[src/rtl/uart_tx_arbiter_if.sv]
// Requester/UART-side bus of uart_tx_arbiter: per-requester byte streams in,
// one shared UART TX write port out, plus FSM debug visibility.
interface uart_tx_arbiter_if #(
    parameter int NUM_REQ = 4,
    parameter int DATA_W  = 8
);
    localparam int IDX_W = (NUM_REQ > 1) ? $clog2(NUM_REQ) : 1;

    // Handshake: a byte moves on requester i in any cycle where req_valid[i]
    // and req_ready[i] are both high; valid/data/last must stay stable until then.
    logic [NUM_REQ-1:0]        req_valid;
    logic [NUM_REQ-1:0]        req_last;
    logic [NUM_REQ*DATA_W-1:0] req_data;
    logic [NUM_REQ-1:0]        req_ready;
    logic [NUM_REQ-1:0]        grant;
    logic                      busy;
    logic                      wr_uart;
    logic [DATA_W-1:0]         w_data;
    logic                      tx_full;
    logic                      timeout_pulse;
    logic                      dbg_state;
    logic [IDX_W-1:0]          dbg_rr_ptr;

    modport master (
        output req_valid, req_last, req_data, tx_full,
        input  req_ready, grant, busy, wr_uart, w_data, timeout_pulse,
        input  dbg_state, dbg_rr_ptr
    );

    modport slave (
        input  req_valid, req_last, req_data, tx_full,
        output req_ready, grant, busy, wr_uart, w_data, timeout_pulse,
        output dbg_state, dbg_rr_ptr
    );
endinterface

[src/rtl/uart_tx_arbiter.sv]
// Round-robin arbiter sharing one UART TX write port among NUM_REQ message streams.
// Optional idle-owner grant revocation is built when UART_ARB_TIMEOUT_EN is defined.
module uart_tx_arbiter #(
    parameter int NUM_REQ = 4,
    parameter int DATA_W  = 8,
    parameter int TIMEOUT = 1024
) (
    input  logic             clk,
    input  logic             reset,
    uart_tx_arbiter_if.slave bus
);
    localparam int IDX_W = (NUM_REQ > 1) ? $clog2(NUM_REQ) : 1;

    typedef enum logic {IDLE = 1'b0, OWN = 1'b1} state_e;

    state_e             state_q, state_d;
    logic [IDX_W-1:0]   owner_q, owner_d;
    logic [IDX_W-1:0]   rr_ptr_q, rr_ptr_d;
    logic [IDX_W-1:0]   rr_off, rr_sel, owner_inc;
    logic [IDX_W:0]     rr_sum;
    logic [NUM_REQ-1:0] rot_valid;
    logic               own_valid, own_last, xfer, expire;
    logic [DATA_W-1:0]  own_data;
    logic [NUM_REQ-1:0] ready_c, grant_c;
    logic [DATA_W-1:0]  w_data_c;

    always_comb begin
        own_valid = bus.req_valid[owner_q];
        own_last  = bus.req_last[owner_q];
        own_data  = bus.req_data[owner_q*DATA_W +: DATA_W];
        xfer      = (state_q == OWN) && own_valid && !bus.tx_full;
        owner_inc = (owner_q == IDX_W'(NUM_REQ - 1)) ? '0 : owner_q + 1'b1;
    end

    // Rotate so bit 0 is rr_ptr; the lowest set bit is the nearest requester.
    always_comb begin
        rot_valid = NUM_REQ'({bus.req_valid, bus.req_valid} >> rr_ptr_q);
        rr_off    = '0;
        for (int i = NUM_REQ - 1; i >= 0; i--) begin
            if (rot_valid[i]) rr_off = IDX_W'(i);
        end
        rr_sum = {1'b0, rr_ptr_q} + {1'b0, rr_off};
        if (int'(rr_sum) >= NUM_REQ) rr_sum = rr_sum - (IDX_W+1)'(NUM_REQ);
        rr_sel = rr_sum[IDX_W-1:0];
    end

`ifdef UART_ARB_TIMEOUT_EN
    localparam int CNT_W = $clog2(TIMEOUT);

    logic [CNT_W-1:0] idle_cnt_q, idle_cnt_d;
    logic             timeout_pulse_q, timeout_pulse_d;

    // Revoke on the starved cycle that would bring the count to TIMEOUT-1.
    always_comb begin
        expire          = (state_q == OWN) && !own_valid &&
                          (idle_cnt_q == CNT_W'(TIMEOUT - 2));
        timeout_pulse_d = expire;
        idle_cnt_d      = idle_cnt_q;
        if (state_q == IDLE || xfer || expire) begin
            idle_cnt_d = '0;
        end else if (!own_valid) begin
            idle_cnt_d = idle_cnt_q + 1'b1;
        end
    end

    always_ff @(posedge clk or negedge reset) begin
        if (!reset) begin
            idle_cnt_q      <= '0;
            timeout_pulse_q <= 1'b0;
        end else begin
            idle_cnt_q      <= idle_cnt_d;
            timeout_pulse_q <= timeout_pulse_d;
        end
    end

    assign bus.timeout_pulse = timeout_pulse_q;
`else
    assign expire            = 1'b0;
    assign bus.timeout_pulse = 1'b0;
`endif

    always_ff @(posedge clk or negedge reset) begin
        if (!reset) begin
            state_q  <= IDLE;
            owner_q  <= '0;
            rr_ptr_q <= '0;
        end else begin
            state_q  <= state_d;
            owner_q  <= owner_d;
            rr_ptr_q <= rr_ptr_d;
        end
    end

    always_comb begin
        state_d  = state_q;
        owner_d  = owner_q;
        rr_ptr_d = rr_ptr_q;
        case (state_q)
            IDLE: begin
                if (|bus.req_valid) begin
                    owner_d = rr_sel;
                    state_d = OWN;
                end
            end
            OWN: begin
                if ((xfer && own_last) || expire) begin
                    state_d  = IDLE;
                    rr_ptr_d = owner_inc;
                end
            end
            default: state_d = IDLE;
        endcase
    end

    // grant/busy decode straight from flops, so they drop with async reset.
    always_comb begin
        ready_c  = '0;
        grant_c  = '0;
        w_data_c = xfer ? own_data : '0;
        if (state_q == OWN) begin
            ready_c[owner_q] = !bus.tx_full;
            grant_c[owner_q] = 1'b1;
        end
    end

    assign bus.req_ready  = ready_c;
    assign bus.grant      = grant_c;
    assign bus.busy       = (state_q == OWN);
    assign bus.wr_uart    = xfer;
    assign bus.w_data     = w_data_c;
    assign bus.dbg_state  = state_q;
    assign bus.dbg_rr_ptr = rr_ptr_q;
endmodule

[src/flat_wrapper.sv]
// flat-port wrapper written by rule: the top's interface ports become plain ports
module uart_tx_arbiter_flat 
#(
    parameter int NUM_REQ = 4,
    parameter int DATA_W  = 8,
    parameter int TIMEOUT = 1024
)
  (clk, reset, bus_req_valid, bus_req_last, bus_req_data, bus_tx_full, bus_req_ready, bus_grant, bus_busy, bus_wr_uart, bus_w_data, bus_timeout_pulse, bus_dbg_state, bus_dbg_rr_ptr);
  uart_tx_arbiter_if #(.NUM_REQ(NUM_REQ), .DATA_W(DATA_W)) bus_i ();
  input  logic clk;
  input  logic reset;
  input wire logic [$bits(bus_i.req_valid)-1:0] bus_req_valid;
  input wire logic [$bits(bus_i.req_last)-1:0] bus_req_last;
  input wire logic [$bits(bus_i.req_data)-1:0] bus_req_data;
  input wire logic [$bits(bus_i.tx_full)-1:0] bus_tx_full;
  output wire logic [$bits(bus_i.req_ready)-1:0] bus_req_ready;
  output wire logic [$bits(bus_i.grant)-1:0] bus_grant;
  output wire logic [$bits(bus_i.busy)-1:0] bus_busy;
  output wire logic [$bits(bus_i.wr_uart)-1:0] bus_wr_uart;
  output wire logic [$bits(bus_i.w_data)-1:0] bus_w_data;
  output wire logic [$bits(bus_i.timeout_pulse)-1:0] bus_timeout_pulse;
  output wire logic [$bits(bus_i.dbg_state)-1:0] bus_dbg_state;
  output wire logic [$bits(bus_i.dbg_rr_ptr)-1:0] bus_dbg_rr_ptr;
  assign bus_i.req_valid = bus_req_valid;
  assign bus_i.req_last = bus_req_last;
  assign bus_i.req_data = bus_req_data;
  assign bus_i.tx_full = bus_tx_full;
  assign bus_req_ready = bus_i.req_ready;
  assign bus_grant = bus_i.grant;
  assign bus_busy = bus_i.busy;
  assign bus_wr_uart = bus_i.wr_uart;
  assign bus_w_data = bus_i.w_data;
  assign bus_timeout_pulse = bus_i.timeout_pulse;
  assign bus_dbg_state = bus_i.dbg_state;
  assign bus_dbg_rr_ptr = bus_i.dbg_rr_ptr;
  uart_tx_arbiter #(.NUM_REQ(NUM_REQ), .DATA_W(DATA_W), .TIMEOUT(TIMEOUT)) u_core (.clk(clk), .reset(reset), .bus(bus_i));
endmodule
[config.mk]
export PLATFORM = sky130hd
export DESIGN_NAME = uart_tx_arbiter_flat
export DESIGN_NICKNAME = d
export VERILOG_FILES = /design/src/rtl/uart_tx_arbiter_if.sv /design/src/rtl/uart_tx_arbiter.sv /design/src/flat_wrapper.sv
export SDC_FILE = /design/constraint.sdc
export NUM_CORES = 1
export LEC_CHECK = 0
export BUFFER_PORTS_ARGS = -buffer_cell sky130_fd_sc_hd__buf_4
export CAP_MARGIN = 20
export CORE_AREA = 2 2 47 54
export CTS_CLUSTER_SIZE = 12
export DETAILED_ROUTE_END_ITERATION = 12
export DIE_AREA = 0 0 49 56
export GPL_ROUTABILITY_DRIVEN = 0
export PLACE_DENSITY_LB_ADDON = 0.3
export REMOVE_ABC_BUFFERS = 1
export SYNTH_ARGS = -nofsm -noshare
export SYNTH_HDL_FRONTEND = slang
export SYNTH_SLANG_ARGS = --single-unit
[constraint.sdc]
create_clock -name clk -period 2.58 [get_ports clk]
set_clock_uncertainty 0.15 [all_clocks]
set_input_delay 0.774 -clock clk [delete_from_list [all_inputs] [get_ports clk]]
set_output_delay 0.774 -clock clk [all_outputs]
set_load 0.02 [all_outputs]
; ---- After elaboration in Yosys (flattened, before gate mapping)
; Index checks and enable logic that the tools add are counted.
[word_totals]
reg_bits = 5
inputBits = 43
output_inout_bits = 22
elab_cells = 40
[op_classes]
n_addsub = 3
order_cmp = 3
n_eq_ne = 1
shift = 2
mux = 18
n_bitwise = 2
reduce_logical = 8
[ops]
columns = op, count
row1 = $shiftx A32 B6 Y8, 1
row2 = $mux W2, 6
row3 = $mux W4, 2
row4 = $mux W8, 1
row5 = $shr A8 B2 Y4, 1
row6 = $mux W1, 5
row7 = $and A4 B4 Y4, 1
row8 = $bmux W1 S2, 2
row9 = $logic_and A1 B1 Y1, 4
row10 = $reduce_and A2 Y1, 2
row11 = $reduce_or A4 Y1, 1
row12 = $add A2 B2 Y3, 1
row13 = $ge A3 B3 Y1 const B, 1
row14 = $lt A2 B3 Y1 const B, 1
row15 = $add A2 B1 Y2 const B, 1
row16 = $demux W1 S2, 1
row17 = $eq A2 B2 Y1 const B, 1
row18 = $ge A2 B1 Y1 const B, 1
row19 = $pmux W1 S2, 1
row20 = $sub A2 B1 Y2 const B, 1
row21 = $logic_not A1 Y1, 1
row22 = $not A1 Y1, 1

; ---- Longest topological paths before layout
[logic_depth]
depth_word = 8
mapped_depth = 9
ltp_nobuf = 8

; ---- Worst setup path after synthesis
; OpenSTA, ideal clock, no wires.
[synth_timing]
path_kind = input to output
from = in bus_req_valid[2]
to = out bus_w_data[0]
arrival_time_ps = 1756
t_required_ps = 1656
path_slack_ps = -100
path_stages = 4
path_buffers = 2
path_cell_list = buf_6 mux4_2 clkbuf_1 and3_1
[synth_via]
elab_chain_len = 5
[synth_lines]
columns = element, line
row1 = start: declaration, flat_wrapper.sv:12  ; input wire logic [$bits(bus_i.req_valid)-1:0] bus_req_valid;
row2 = $bmux W1 S2, uart_tx_arbiter.sv:28  ; own_valid = bus.req_valid[owner_q];
row3 = $mux W1 (implied by the code), uart_tx_arbiter.sv:28
row4 = $logic_and A1 B1 Y1 (2 in a row), uart_tx_arbiter.sv:31  ; xfer = (state_q == OWN) && own_valid && !bus.tx_full;
row5 = $mux W8, uart_tx_arbiter.sv:119  ; w_data_c = xfer ? own_data : '0;
row6 = end: declaration, flat_wrapper.sv:20  ; output wire logic [$bits(bus_i.w_data)-1:0] bus_w_data;
; Every way passes these cells. The select of a mux whose other input is x is not followed.

; ---- Worst setup path in the final report
[layout_timing]
from = in bus_req_valid[3]
to = out bus_w_data[4]
; The elaborated chain is that of the path after synthesis.

==> results.json <==
{
  "syn_area_um2": 820,
  "synth_top_area_cell": "mux4_2",
  "drive_gt1_share_pct": 65.4,
  "num_rows": 18,
  "violations": "negative setup slack",
  "die-height_um": 56,
  "fin_crit_ps": 2680,
  "power.density_nw_per_um2": 923,
  "coreArea_um2": 2180,
  "ys_ff_latch": 5,
  "synth_edf_count": 0,
  "grt_usage_pct": 22.3,
  "clockBufferDepth": 2,
  "cts_tree": "done",
  "slowest_delay_ps": 560,
  "die_w_um": 49,
  "grt_remaining_overflow": 0,
  "crit_path_start_kind": "primary input",
  "path_class": "primary input to primary output",
  "antenna_cells": 0,
  "die-area_um2": 2740,
  "crit_arrival_ps": 1760,
  "routedWlPerCell_um": 16.3,
  "insertion_delay_ps": 250,
  "end_kind": "primary output",
  "status": "complete, but fails checks",
  "ys_warn_count": 0,
  "p_leak_uw": 0.000711,
  "cts_max_level": 1,
  "via_per_inst": 5.37,
  "io_pins": 65,
  "grt_setup_unrepaired": "yes",
  "tightest_slew_ps": 499,
  "path_cells": "buf_8, mux4_2, and3_4, buf_6",
  "async_reset_ff_share_pct": 100,
  "drtIter0Drc": 33,
  "hp-class": "primary input to async pin",
  "wirelength_mm": 3.03,
  "ys_types": 34,
  "max-slew-margin-rel_pct": 66.4,
  "grt_max_degree": 14,
  "grt_pass1_wl_mm": 4.74,
  "synth_top_area_share_pct": 27.5,
  "avgSynthCellArea_um2": 9.64,
  "setup_viol": 9,
  "cts_hold_buf": 0,
  "cts_root_buf": "clkbuf_4",
  "stdcell_count": 186,
  "grt_pass1_vias": 987,
  "fin_crit_sh_pct": 104,
  "drt_drc_violations_left": 0,
  "dp_hpwl_mm": 2.24,
  "port_buffers": 63,
  "start_util_pct": 37.5,
  "max_cap_violations": 0,
  "cp_max_fo": 5,
  "reg2reg_slack_ps": 350,
  "numCtsBuffers": 3,
  "synth_area_leaders": "mux4_2 27%, dfrtp_1 15%, ha_1 7.6%, and3_1 6.1%, and2_1 5.3%",
  "antenna_found_initial": 0,
  "setup_ws_ps": -101,
  "total_power_uw": 1410,
  "synth-main-ff-cell": "dfrtp_1",
  "critPathRequiredTime_ps": 1660,
  "path_clk_slew_ps": 50,
  "hold_violations": 0,
  "synth.most_common_cell": "mux4_2",
  "dp_cells": 180,
  "maxSlewViolCount": 0,
  "cts_sinks": 5,
  "via_count": 998,
  "ir_drop_uv": 870,
  "synthCells": 85,
  "cp_slowest_cell": "mux4_2",
  "ys_top_cells_by_count": "10 x mux4_2, 8 x and3_1, 7 x and2_1, 7 x nand2_1",
  "fin_nets": 205,
  "fmax_mhz": 373,
  "ys_seq_area_share_pct": 15.3,
  "area_growth_pct": 87.0,
  "drtPass1Iterations": 4,
  "ant_nets": 0
}
metrics by stage:
step	hold slack [ps]	util [%]	instance area [um^2]	setup TNS, ps	setup WS (ps)
after floorplan	328	-	769	0	20.9
after global placement	428	62.6	1370	-1520	-177
after detailed placement	428	62.6	1370	-1580	-179
after CTS	158	68.6	1500	-674	-82.6
after global routing	151	70.2	1530	-810	-101
final	158	70.2	1530	-740	-101
power by group:
part	switching, uW	internal [uW]
Sequential	86.6	118
Clock	38.5	58.9
Combinational	510	603
Total	635	779
critical path, delay by kind of cell:
kind	cells	cell delay, ps
mux	1	560
buf+inv	2	220
simple gates	1	200
metal layers:
layer | routed length (um) | part of all wire [%] | vias to the layer above | global-route usage [%]
met1 | 1230 | 41 | 460 | 28.8
met5 | 0 | 0 | - | 0
met4 | 16 | 0.53 | 0 | 4.49
met3 | 275 | 9.1 | 2 | 5.38
li1 | - | - | 466 | -
met2 | 1510 | 50 | 70 | 37.8
area by class of cell:
type / count / area [um^2]
Tap cell: 30 / 37.5
Fill cell: 167 / 652
Clock buffer: 4 / 26.3
Inverter: 4 / 15.0
Multi-Input combinational cell: 69 / 694
Timing Repair Buffer: 74 / 633
Sequential cell: 5 / 126
what timing repair did:
item                                    4_1_cts  5_1_grt
setup buffers                                 0        1
endpoints found under the setup margin        9        9
gates resized for setup                      21        5
pin swaps                                     8        1
gates cloned                                  1        0
logic make-up (layout without fill, tap and decap cells):
kind of cell	count (synthesis)	after routing	share of synthesized area (%)
buffers and inverters	12	82	7.94
other	1	1	0.458
flip-flops	5	5	15.3
AND/OR/NAND/NOR	37	37	27.9
XOR/XNOR	1	1	1.07
AO/OA/AOI/OAI	13	13	10.8
multiplexers	11	12	28.9
adder cells (fa/ha/maj)	5	5	7.63
worst paths after layout:
check,from,depth (start not counted),endpoint
worst max-delay path,bus_req_valid[3],4,bus_w_data[4]
worst min-delay path,reset,1,u_core.bus.dbg_rr_ptr[1]
worst max register to register,u_core.bus.dbg_rr_ptr[1],7,u_core.owner_q[1]
worst min register to register,u_core.bus.busy,1,u_core.bus.busy
max in group asynchronous,reset,1,u_core.owner_q[0]
min in group clk,u_core.bus.busy,1,u_core.bus.busy
registers in the layout, indices dropped and copies added, names as in the netlist:
register,cells
u_core.bus.busy,1
u_core.owner_q,2
u_core.bus.dbg_rr_ptr,2
cells in the final DEF (no fill, tap or decap), types with 2 or more instances in the layout:
cell type,instances
buf_4,59
buf_6,12
mux4_2,11
and3_4,8
and2_1,7
nand2_1,6
o21ai_1,5
ha_1,5
dfrtp_1,4
nor2_1,3
nor2b_1,3
clkbuf_4,3
inv_1,2
a21oi_1,2
inv_2,2
or3b_1,2
buf_12,2
(Power assumes the default switching activity.)
